--- src/rtl/gpu_pkg.sv ---
// Shared types and constants for the data-memory controller: channel FSM
// state encoding and consumer index sizing.
package gpu_pkg;

   localparam int DEFAULT_NUM_CONSUMERS = 8;
   localparam int CONSUMER_IDX_BITS     = $clog2(DEFAULT_NUM_CONSUMERS);

   typedef enum logic [2:0] {
      CH_IDLE           = 3'd0,
      CH_READ_WAITING   = 3'd1,
      CH_WRITE_WAITING  = 3'd2,
      CH_READ_RELAYING  = 3'd3,
      CH_WRITE_RELAYING = 3'd4
   } mem_ch_state_t;

   // Index width for n consumers, never narrower than one bit.
   function automatic int idx_bits(input int n);
      return (n > 1) ? $clog2(n) : 1;
   endfunction

endpackage

--- src/rtl/mem_channel_fsm.sv ---
// One data-memory channel: issues a granted consumer request to memory and
// relays the response back until the consumer drops its request.
module mem_channel_fsm
   import gpu_pkg::*;
#(
   parameter int ADDR_BITS = 8,
   parameter int DATA_BITS = 8,
   parameter int IDX_BITS  = 3
) (
   input  logic                 clk,
   input  logic                 reset,
   input  logic                 grant,
   input  logic                 grant_write,
   input  logic [IDX_BITS-1:0]  grant_consumer,
   input  logic [ADDR_BITS-1:0] grant_address,
   input  logic [DATA_BITS-1:0] grant_data,
   input  logic                 consumer_read_valid,
   input  logic                 consumer_write_valid,
   input  logic                 mem_read_ready,
   input  logic [DATA_BITS-1:0] mem_read_data,
   input  logic                 mem_write_ready,
   output mem_ch_state_t        state,
   output logic [IDX_BITS-1:0]  current_consumer,
   output logic                 mem_read_valid,
   output logic [ADDR_BITS-1:0] mem_read_address,
   output logic                 mem_write_valid,
   output logic [ADDR_BITS-1:0] mem_write_address,
   output logic [DATA_BITS-1:0] mem_write_data,
   output logic                 relay_read_ready,
   output logic                 relay_write_ready,
   output logic [DATA_BITS-1:0] relay_data,
   output logic                 release_claim
);

   mem_ch_state_t        state_next;
   logic [IDX_BITS-1:0]  current_consumer_next;
   logic                 mem_read_valid_next;
   logic [ADDR_BITS-1:0] mem_read_address_next;
   logic                 mem_write_valid_next;
   logic [ADDR_BITS-1:0] mem_write_address_next;
   logic [DATA_BITS-1:0] mem_write_data_next;
   logic                 relay_read_ready_next;
   logic                 relay_write_ready_next;
   logic [DATA_BITS-1:0] relay_data_next;

   // State and registered outputs; reset abandons any transaction in flight.
   always_ff @(posedge clk or posedge reset) begin
      if (reset) begin
         state             <= CH_IDLE;
         current_consumer  <= '0;
         mem_read_valid    <= 1'b0;
         mem_read_address  <= '0;
         mem_write_valid   <= 1'b0;
         mem_write_address <= '0;
         mem_write_data    <= '0;
         relay_read_ready  <= 1'b0;
         relay_write_ready <= 1'b0;
         relay_data        <= '0;
      end else begin
         state             <= state_next;
         current_consumer  <= current_consumer_next;
         mem_read_valid    <= mem_read_valid_next;
         mem_read_address  <= mem_read_address_next;
         mem_write_valid   <= mem_write_valid_next;
         mem_write_address <= mem_write_address_next;
         mem_write_data    <= mem_write_data_next;
         relay_read_ready  <= relay_read_ready_next;
         relay_write_ready <= relay_write_ready_next;
         relay_data        <= relay_data_next;
      end
   end

   // Next-state and next-output logic; release is a same-cycle strobe to the arbiter.
   always_comb begin
      state_next             = state;
      current_consumer_next  = current_consumer;
      mem_read_valid_next    = mem_read_valid;
      mem_read_address_next  = mem_read_address;
      mem_write_valid_next   = mem_write_valid;
      mem_write_address_next = mem_write_address;
      mem_write_data_next    = mem_write_data;
      relay_read_ready_next  = relay_read_ready;
      relay_write_ready_next = relay_write_ready;
      relay_data_next        = relay_data;
      release_claim          = 1'b0;

      case (state)
         CH_IDLE: begin
            if (grant) begin
               current_consumer_next = grant_consumer;
               if (grant_write) begin
                  mem_write_valid_next   = 1'b1;
                  mem_write_address_next = grant_address;
                  mem_write_data_next    = grant_data;
                  state_next             = CH_WRITE_WAITING;
               end else begin
                  mem_read_valid_next   = 1'b1;
                  mem_read_address_next = grant_address;
                  state_next            = CH_READ_WAITING;
               end
            end else begin
               state_next = CH_IDLE;
            end
         end
         CH_READ_WAITING: begin
            if (mem_read_ready) begin
               mem_read_valid_next   = 1'b0;
               relay_data_next       = mem_read_data;
               relay_read_ready_next = 1'b1;
               state_next            = CH_READ_RELAYING;
            end else begin
               state_next = CH_READ_WAITING;
            end
         end
         CH_WRITE_WAITING: begin
            if (mem_write_ready) begin
               mem_write_valid_next   = 1'b0;
               relay_write_ready_next = 1'b1;
               state_next             = CH_WRITE_RELAYING;
            end else begin
               state_next = CH_WRITE_WAITING;
            end
         end
         CH_READ_RELAYING: begin
            if (!consumer_read_valid) begin
               relay_read_ready_next = 1'b0;
               release_claim         = 1'b1;
               state_next            = CH_IDLE;
            end else begin
               state_next = CH_READ_RELAYING;
            end
         end
         CH_WRITE_RELAYING: begin
            if (!consumer_write_valid) begin
               relay_write_ready_next = 1'b0;
               release_claim          = 1'b1;
               state_next             = CH_IDLE;
            end else begin
               state_next = CH_WRITE_RELAYING;
            end
         end
         default: begin
            state_next             = CH_IDLE;
            mem_read_valid_next    = 1'b0;
            mem_write_valid_next   = 1'b0;
            relay_read_ready_next  = 1'b0;
            relay_write_ready_next = 1'b0;
         end
      endcase
   end

endmodule

--- src/rtl/data_mem_controller.sv ---
// Arbitrates per-thread load/store requests onto a set of data-memory channels
// through a shared claim mask, and routes responses back to the owning thread.
module data_mem_controller
   import gpu_pkg::*;
#(
   parameter int ADDR_BITS     = 8,
   parameter int DATA_BITS     = 8,
   parameter int NUM_CONSUMERS = 8,
   parameter int NUM_CHANNELS  = 4
) (
   input  logic                               clk,
   input  logic                               reset,
   input  logic [NUM_CONSUMERS-1:0]           consumer_read_valid,
   input  logic [NUM_CONSUMERS*ADDR_BITS-1:0] consumer_read_address,
   output logic [NUM_CONSUMERS-1:0]           consumer_read_ready,
   output logic [NUM_CONSUMERS*DATA_BITS-1:0] consumer_read_data,
   input  logic [NUM_CONSUMERS-1:0]           consumer_write_valid,
   input  logic [NUM_CONSUMERS*ADDR_BITS-1:0] consumer_write_address,
   input  logic [NUM_CONSUMERS*DATA_BITS-1:0] consumer_write_data,
   output logic [NUM_CONSUMERS-1:0]           consumer_write_ready,
   output logic [NUM_CHANNELS-1:0]            mem_read_valid,
   output logic [NUM_CHANNELS*ADDR_BITS-1:0]  mem_read_address,
   input  logic [NUM_CHANNELS-1:0]            mem_read_ready,
   input  logic [NUM_CHANNELS*DATA_BITS-1:0]  mem_read_data,
   output logic [NUM_CHANNELS-1:0]            mem_write_valid,
   output logic [NUM_CHANNELS*ADDR_BITS-1:0]  mem_write_address,
   output logic [NUM_CHANNELS*DATA_BITS-1:0]  mem_write_data,
   input  logic [NUM_CHANNELS-1:0]            mem_write_ready
);

   // The package constant covers the default build; other sizes derive their own.
   localparam int IDX_BITS = (NUM_CONSUMERS == DEFAULT_NUM_CONSUMERS) ?
                             CONSUMER_IDX_BITS : idx_bits(NUM_CONSUMERS);

   logic [NUM_CONSUMERS-1:0] claim;
   logic [NUM_CONSUMERS-1:0] claim_next;

   mem_ch_state_t        ch_state          [NUM_CHANNELS];
   logic [IDX_BITS-1:0]  current_consumer  [NUM_CHANNELS];
   logic [IDX_BITS-1:0]  grant_consumer    [NUM_CHANNELS];
   logic [ADDR_BITS-1:0] grant_address     [NUM_CHANNELS];
   logic [DATA_BITS-1:0] grant_data        [NUM_CHANNELS];
   logic [DATA_BITS-1:0] relay_data        [NUM_CHANNELS];
   logic [NUM_CHANNELS-1:0] grant;
   logic [NUM_CHANNELS-1:0] grant_write;
   logic [NUM_CHANNELS-1:0] cur_read_valid;
   logic [NUM_CHANNELS-1:0] cur_write_valid;
   logic [NUM_CHANNELS-1:0] relay_read_ready;
   logic [NUM_CHANNELS-1:0] relay_write_ready;
   logic [NUM_CHANNELS-1:0] release_claim;

   // Claim mask register.
   always_ff @(posedge clk or posedge reset) begin
      if (reset) begin
         claim <= '0;
      end else begin
         claim <= claim_next;
      end
   end

   // Priority arbiter: channels resolve in index order, each seeing the claims
   // made by lower channels this cycle; released consumers free up next cycle.
   always_comb begin
      logic [NUM_CONSUMERS-1:0] mask;
      logic [NUM_CONSUMERS-1:0] release_mask;
      logic                     found;
      mask         = claim;
      release_mask = '0;
      grant        = '0;
      grant_write  = '0;
      for (int ch = 0; ch < NUM_CHANNELS; ch++) begin
         grant_consumer[ch] = '0;
         grant_address[ch]  = '0;
         grant_data[ch]     = '0;
         found              = 1'b0;
         if (ch_state[ch] == CH_IDLE) begin
            for (int i = 0; i < NUM_CONSUMERS; i++) begin
               if (!found && !mask[i] && (consumer_read_valid[i] || consumer_write_valid[i])) begin
                  found              = 1'b1;
                  grant[ch]          = 1'b1;
                  grant_write[ch]    = ~consumer_read_valid[i];
                  grant_consumer[ch] = IDX_BITS'(i);
                  grant_address[ch]  = consumer_read_valid[i] ?
                                       consumer_read_address[i*ADDR_BITS +: ADDR_BITS] :
                                       consumer_write_address[i*ADDR_BITS +: ADDR_BITS];
                  grant_data[ch]     = consumer_write_data[i*DATA_BITS +: DATA_BITS];
                  mask[i]            = 1'b1;
               end else begin
                  mask[i] = mask[i];
               end
            end
         end else if (release_claim[ch]) begin
            release_mask[current_consumer[ch]] = 1'b1;
         end else begin
            release_mask = release_mask;
         end
      end
      claim_next = mask & ~release_mask;
   end

   genvar g;
   generate
      for (g = 0; g < NUM_CHANNELS; g++) begin : g_channel
         assign cur_read_valid[g]  = consumer_read_valid[current_consumer[g]];
         assign cur_write_valid[g] = consumer_write_valid[current_consumer[g]];

         mem_channel_fsm #(
            .ADDR_BITS (ADDR_BITS),
            .DATA_BITS (DATA_BITS),
            .IDX_BITS  (IDX_BITS)
         ) u_channel (
            .clk                  (clk),
            .reset                (reset),
            .grant                (grant[g]),
            .grant_write          (grant_write[g]),
            .grant_consumer       (grant_consumer[g]),
            .grant_address        (grant_address[g]),
            .grant_data           (grant_data[g]),
            .consumer_read_valid  (cur_read_valid[g]),
            .consumer_write_valid (cur_write_valid[g]),
            .mem_read_ready       (mem_read_ready[g]),
            .mem_read_data        (mem_read_data[g*DATA_BITS +: DATA_BITS]),
            .mem_write_ready      (mem_write_ready[g]),
            .state                (ch_state[g]),
            .current_consumer     (current_consumer[g]),
            .mem_read_valid       (mem_read_valid[g]),
            .mem_read_address     (mem_read_address[g*ADDR_BITS +: ADDR_BITS]),
            .mem_write_valid      (mem_write_valid[g]),
            .mem_write_address    (mem_write_address[g*ADDR_BITS +: ADDR_BITS]),
            .mem_write_data       (mem_write_data[g*DATA_BITS +: DATA_BITS]),
            .relay_read_ready     (relay_read_ready[g]),
            .relay_write_ready    (relay_write_ready[g]),
            .relay_data           (relay_data[g]),
            .release_claim        (release_claim[g])
         );
      end
   endgenerate

   // Response routing: only the channel that owns a consumer drives its ready/data.
   always_comb begin
      consumer_read_ready  = '0;
      consumer_write_ready = '0;
      consumer_read_data   = '0;
      for (int ch = 0; ch < NUM_CHANNELS; ch++) begin
         if (relay_read_ready[ch]) begin
            consumer_read_ready[current_consumer[ch]] = 1'b1;
            consumer_read_data[current_consumer[ch]*DATA_BITS +: DATA_BITS] = relay_data[ch];
         end else begin
            consumer_read_ready = consumer_read_ready;
         end
         if (relay_write_ready[ch]) begin
            consumer_write_ready[current_consumer[ch]] = 1'b1;
         end else begin
            consumer_write_ready = consumer_write_ready;
         end
      end
   end

endmodule

--- config.mk ---
export PLATFORM = sky130hd
export DESIGN_NAME = data_mem_controller
export DESIGN_NICKNAME = d
export VERILOG_FILES = /design/src/rtl/gpu_pkg.sv /design/src/rtl/mem_channel_fsm.sv /design/src/rtl/data_mem_controller.sv
export SDC_FILE = /design/constraint.sdc
export NUM_CORES = 1
export LEC_CHECK = 0
export ABC_AREA = 1
export BUFFER_PORTS_ARGS = -buffer_cell sky130_fd_sc_hd__buf_4
export CELL_PAD_IN_SITES_DETAIL_PLACEMENT = 1
export CELL_PAD_IN_SITES_GLOBAL_PLACEMENT = 2
export CORE_MARGIN = 3
export CORE_UTILIZATION = 32
export CTS_BUF_LIST = sky130_fd_sc_hd__clkbuf_4
export DETAILED_ROUTE_END_ITERATION = 10
export PLACE_DENSITY = 0.94
export SLEW_MARGIN = 20
export SYNTH_ARGS = -nofsm -noshare
export SYNTH_HDL_FRONTEND = slang
export SYNTH_HIERARCHICAL = 1
export SYNTH_SLANG_ARGS = --single-unit
--- constraint.sdc ---
create_clock -name clk -period 5.7 [get_ports clk]
set_input_delay 0.285 -clock clk [delete_from_list [all_inputs] [get_ports clk]]
set_output_delay 0.285 -clock clk [all_outputs]
set_load 0.02 [all_outputs]
==> out/qor.yml, run 1 <==
post_drt_wl_per_cell_um: 26.1
rows: 86
antenna_left: 0
grt_pass1_wl_mm: 155
dp_hpwl_mm: 83.7
cts_buffer_depth: 2
drt-initial-drc-count: 1907
dp_slack_ps: 479
die_height_um: 243
max_slew_margin: 0.233
synth_top_flop_cell: "dfrtp_1"
tightest_slew_ps: 1140
min_path_cells: 5
utilization: 0.417
clkTransAtPathRegs_ps: 180
fin_nets: 3545
required_ps: 6340
cts_buffers: 17
setup_violations: 0
start_util: 0.325
finalHoldViolCount: 0
drive_above_1_share: 0.211
synth.area.top_cells: "dfrtp_1, nand2_1, inv_1"
dieArea_sq_um: 59200
die_w_um: 243
rr_worst_depth: 18
irDropWorstVdd_mv: 0.148
crit_buf_inv: 2
grt_max_degree: 43
h-tree-depth: 4
hold_class: "in -> reg"
synth_warnings: 6
cap_violations: 0
critical_path_depth: 18
cp.arrival_ps: 5940
clock_latency_ps: 730
ios: 434
ys_types: 61
synth_top_area_cell: "dfrtp_1"
async_flop_share: 1.00
synth_common_cells: "nand2_1, inv_1, o21ai_0, nor2_1, nand3_1"
startpoint_type: "flip-flop"
vias: 23600
synth_top_area_frac: 0.244
syn_to_final_growth_pct: 28.2
grt_setup_unrepaired: "true"
synth.most_common_cell: "nand2_1"
critPathMaxFanout: 20
postSynthAreaPerCell_sq_um: 6.37
fmax_mhz: 189
synth_edf_count: 0
fin_crit_sh: 0.930
p_leak_uw: 0.0110
worstSetupEndpointType: "flip-flop"
status: "finished clean"
ys_ff_latch: 176
routed_wirelength_mm: 105
cts_root_buffer: "clkbuf_4"
clock_sinks: 176
grtUsageTotal: 0.344
cp_top_family: "simple AND/OR/NAND/NOR gates"
firstDrtPassIters: 6
place_congestion: 1.02
overflow: 0
final_area_sq_um: 23100
powerDensity_nw_per_um2: 214
syn_area_sq_um: 18000
whs_ps: 104
crit_slowest_cell: "a21oi_1"
vias_per_cell: 5.84
crit_type: "reg -> reg"
slowest_delay_ps: 890
skew_ps: 42.5
path_cells: "nor2_1 > nand2_1 > nand2_2 > inv_1 > a21oi_4 > nand3_4 > nand3_2 > nand2_2 > o21ai_2 > nor2_4 > nand3_2 > a31oi_2 > buf_4 > nor2_4 > a21oi_1 > nand3_4 > nand2_1 > o21ai_2"
netlist_instances: 2829
p_total_uw: 4940
cts_tree: "done"
period_needed_ps: 5300
placement.io_buffers: 433
drv_slew: 0
grt_pass1_vias: 24400
worst_slack_ps: 401
antenna_found_initial: 7
core_sq_um: 55400
drc: 0
dpl_cell_area_sq_um: 21700
syn-num-nets: 3096
ys_seq_area_frac: 0.244
==> area by class of cell <==
type,instances,area (sq um)
Fill cell,7265,32300
Antenna cell,5,12.5
Timing Repair Buffer,559,4450
Multi-Input combinational cell,2098,11400
Clock inverter,15,194
Clock buffer,17,128
Sequential cell,176,4400
Inverter,426,1600
Tap cell,748,936
==> per-stage QoR <==
step	TNS [ps]	instances
after floorplan	0	2829
after global placement	0	3905
after detailed placement	0	3905
after CTS	0	4038
after global routing	-4.52	4044
final	0	4044
==> cell families after synthesis <==
group,after synthesis,share of synthesized area
AO/OA/AOI/OAI,819,0.294
adder cells (fa/ha/maj),17,0.0118
buffers and inverters,556,0.127
flip-flops,176,0.244
multiplexers,14,0.00778
AND/OR/NAND/NOR,1247,0.315
==> path summary, 6_finish.rpt <==
path                                                  startpoint                                          end  slack, ps
max in group asynchronous                                  reset              g_channel[1].u_channel/state[2]       4230
min in group asynchronous                                  reset                                     claim[3]        160
setup / recovery                 g_channel[0].u_channel/state[2]  g_channel[3].u_channel/mem_write_address[2]        400
hold reg to reg            g_channel[0].u_channel/mem_read_valid        g_channel[0].u_channel/mem_read_valid        500
hold / removal                           consumer_write_data[52]     g_channel[1].u_channel/mem_write_data[4]        100
setup reg to reg                 g_channel[0].u_channel/state[2]  g_channel[3].u_channel/mem_write_address[2]        400
==> registers in the layout (all words and copies together), names as in the netlist, 8 cells and up <==
signal	cells
g_channel.u_channel/mem_read_address	32
g_channel.u_channel/mem_write_address	32
g_channel.u_channel/mem_write_data	32
g_channel.u_channel/relay_data	32
g_channel.u_channel/current_consumer	12
g_channel.u_channel/state	12
claim	8
==> power by group <==
part	leakage [uW]	switching (uW)	internal [uW]	total [uW]
clock network	0.000159	571	246	817
registers	0.00236	353	1420	1770
logic	0.00847	1590	756	2350
==> worst reg2reg max path, delay by kind of cell (launching register included) <==
family	cells	cell delay, ps
buf+inv	2	670
flops	1	570
simple gates	11	2560
compound gates	5	1420
==> placed cells by master (no fill, tap or decap), types with 17 or more instances in the layout <==
cell type      instances
a211oi_1              21
nor3_1                72
o211ai_1              55
o22ai_1               92
a21oi_1              151
nand4_1               41
o21ai_2               77
o221ai_1              38
ha_1                  17
clkbuf_4              17
a22oi_1               50
nand2_1              617
inv_1                389
a2111oi_0             17
nand3_1              195
dlygate4sd3_1        101
inv_2                 29
o21ai_0              250
dfrtp_1              176
nor2_1               235
buf_4                458
==> what timing repair did <==
item	in CTS	in global routing
endpoints found under the hold margin	215	0
gates resized for setup	0	2
hold buffers	101	0
buffers inserted	0	0
endpoints found under the setup margin	0	16
==> metal layers <==
metal,up-vias,wire length [um],global-route usage,part of all wire
met3,236,7640,0.0677,0.072
met4,4,4650,0.142,0.044
met2,1124,50400,0.589,0.48
met5,-,27,0,0.00026
li1,10600,-,-,-
met1,11700,42700,0.424,0.40
Note: power is estimated with default switching activity, not from simulation.
==> inputs of run 2 (changes only) <==
RECOVER_POWER = 25   (was not set)
==> run 2 against run 1 <==
The flow now finishes with violations (max-capacitance violations, max-slew violations); clock skew grew 0.76 ps; routed wire length shrank 0.10%; flip-flop and latch count is the same; die area is the same; total power shrank 0.10%; largest power group unchanged.
==> out/qor.yml, run 2 (synthesis gave the netlist of run 1 again) <==
fin_nets: 3545  # unchanged
start_util: 0.325  # unchanged
hold_class: "in -> reg"
drc: 0  # unchanged
overflow: 0  # unchanged
violations: "max-capacitance violations, max-slew violations"
grt_pass1_vias: 24400  # unchanged
rr_worst_depth: 18  # unchanged
fin_crit_sh: 0.930  # about the same
powerDensity_nw_per_um2: 214  # about the same
finalHoldViolCount: 0  # unchanged
clock_sinks: 176  # unchanged
status: "finished, violations left"
min_to: "g_channel[1].u_channel/mem_write_data[4]"
antenna_found_initial: 7  # unchanged
critPathMaxFanout: 20  # unchanged
cts_buffer_depth: 2  # unchanged
worstSetupEndpointType: "flip-flop"
setup_tns_ps: 0  # unchanged
die_height_um: 243  # unchanged
dpl_cell_area_sq_um: 21700  # unchanged
tightest_slew_ps: 2540  # +1400 ps
place_congestion: 1.02  # unchanged
max_slew_margin: -0.696  # -0.929
final_area_sq_um: 23100  # about the same
clock_latency_ps: 740  # about the same
layout_common_cells: "nand2_1, buf_4, inv_1"
antenna_left: 0  # unchanged
vias: 23500  # -0.42%
die_w_um: 243  # unchanged
placement.io_buffers: 433  # unchanged
grtUsageTotal: 0.344  # unchanged
r2r-end: "g_channel[3].u_channel/mem_write_address[2]"
firstDrtPassIters: 5  # -1
required_ps: 6350  # about the same
whs_ps: 91.2  # -12.8 ps
min_from: "consumer_write_data[52]"
grt_max_degree: 43  # unchanged
dieArea_sq_um: 59200  # unchanged
setup_violations: 0  # unchanged
cap_violations: 2  # +2
layout_commonest_cell: "nand2_1"
drt-initial-drc-count: 2000  # +4.9%
reg2reg_slack_ps: 400  # about the same
core_sq_um: 55400  # unchanged
dp_hpwl_mm: 83.7  # unchanged
cp.arrival_ps: 5950  # about the same
grt_pass1_wl_mm: 155  # unchanged
routed_wirelength_mm: 105  # -0.10%
irDropWorstVdd_mv: 0.147  # -0.88%
rows: 86  # unchanged
rr_startpoint: "g_channel[0].u_channel/state[2]"
num-fill-cells: 7266  # +0.014%
drive_above_1_share: 0.209  # -0.00122
p_leak_uw: 0.0110  # about the same
crit_path_start: "g_channel[0].u_channel/state[2]"
h-tree-depth: 4  # unchanged
grt_setup_unrepaired: "true"
vias_per_cell: 5.81  # -0.42%
skew_ps: 43.3  # +0.755 ps
min_path_cells: 5  # unchanged
cts_tree: "done"
cts_buffers: 17  # unchanged
ios: 434  # unchanged
post_drt_wl_per_cell_um: 26.0  # -0.10%
period_needed_ps: 5300  # +4.31 ps
crit_type: "reg -> reg"
fmax_mhz: 189  # about the same
syn_to_final_growth_pct: 28.1  # about the same
clkTransAtPathRegs_ps: 180  # about the same
drv_slew: 86  # +86
cts_root_buffer: "clkbuf_4"
startpoint_type: "flip-flop"
## run 2: worst max-delay path, stage by stage (launching register included)
cell	delay, ps
dfrtp_1	530
nor2_1	160
nand2_1	280
nand2_1	190
nor2_1	60
buf_4	210
inv_1	330
o21ai_1	250
a21oi_4	200
o21ai_2	90
nor2_4	210
nand3_2	390
a31oi_2	280
buf_4	230
nor2_4	140
a21oi_1	910
nand3_4	480
nand2_1	190
o21ai_2	60
## run 2: per-layer routing
layer / vias to the layer above / part of all wire / global-route usage
met4: 4 / 0.044 / 0.142
met5: - / 0.00026 / 0
met2: 1074 / 0.48 / 0.589
met1: 11600 / 0.40 / 0.424
li1: 10600 / - / -
met3: 237 / 0.072 / 0.0677
## run 2: cell type report
cell class	count	area (sq um)	area share
diodes	5	12.5	0.000542
clock buffers	17	128	0.00553
clock inverters	15	194	0.00840
inverters	426	1600	0.0694
multi-input cells	2098	11400	0.493
flip-flops and latches	176	4400	0.191
well taps	748	936	0.0405
repair buffers	559	4440	0.192
## run 2: how the worst max path moves through the flow
stage / endpoint / slack, ps
2_1_floorplan: consumer_read_data[0] / 2090
3_3_place_gp: g_channel[3].u_channel/mem_write_address[4] / 740
3_5_place_dp: g_channel[3].u_channel/mem_write_address[4] / 480
4_1_cts: g_channel[3].u_channel/mem_write_data[4] / 440
5_1_grt: g_channel[3].u_channel/mem_read_address[1] / -5
6_report: g_channel[3].u_channel/mem_write_address[2] / 400
## run 2: per-stage QoR
step           worst slack (ps)  total power (uW)  utilization  cells
3_3_place_gp                737              3770        0.392   3905
5_1_grt                   -4.52              5180        0.417   4044
6_report                    396              4940        0.417   4044
2_1_floorplan              2090              2870            -   2829
4_1_cts                     439              4830        0.416   4038
3_5_place_dp                479              3850        0.392   3905
## run 2: power breakdown
part	internal, uW	total [uW]	switching (uW)	leakage, uW
logic	755	2350	1590	0.00846
registers	1420	1770	352	0.00236
clock network	246	817	571	0.000159
## run 2: repair_timing
item,in CTS,in global routing
gates resized for setup,0,2
setup buffers,0,0
setup endpoints to repair,0,16
endpoints found under the hold margin,215,0
hold buffers,101,0
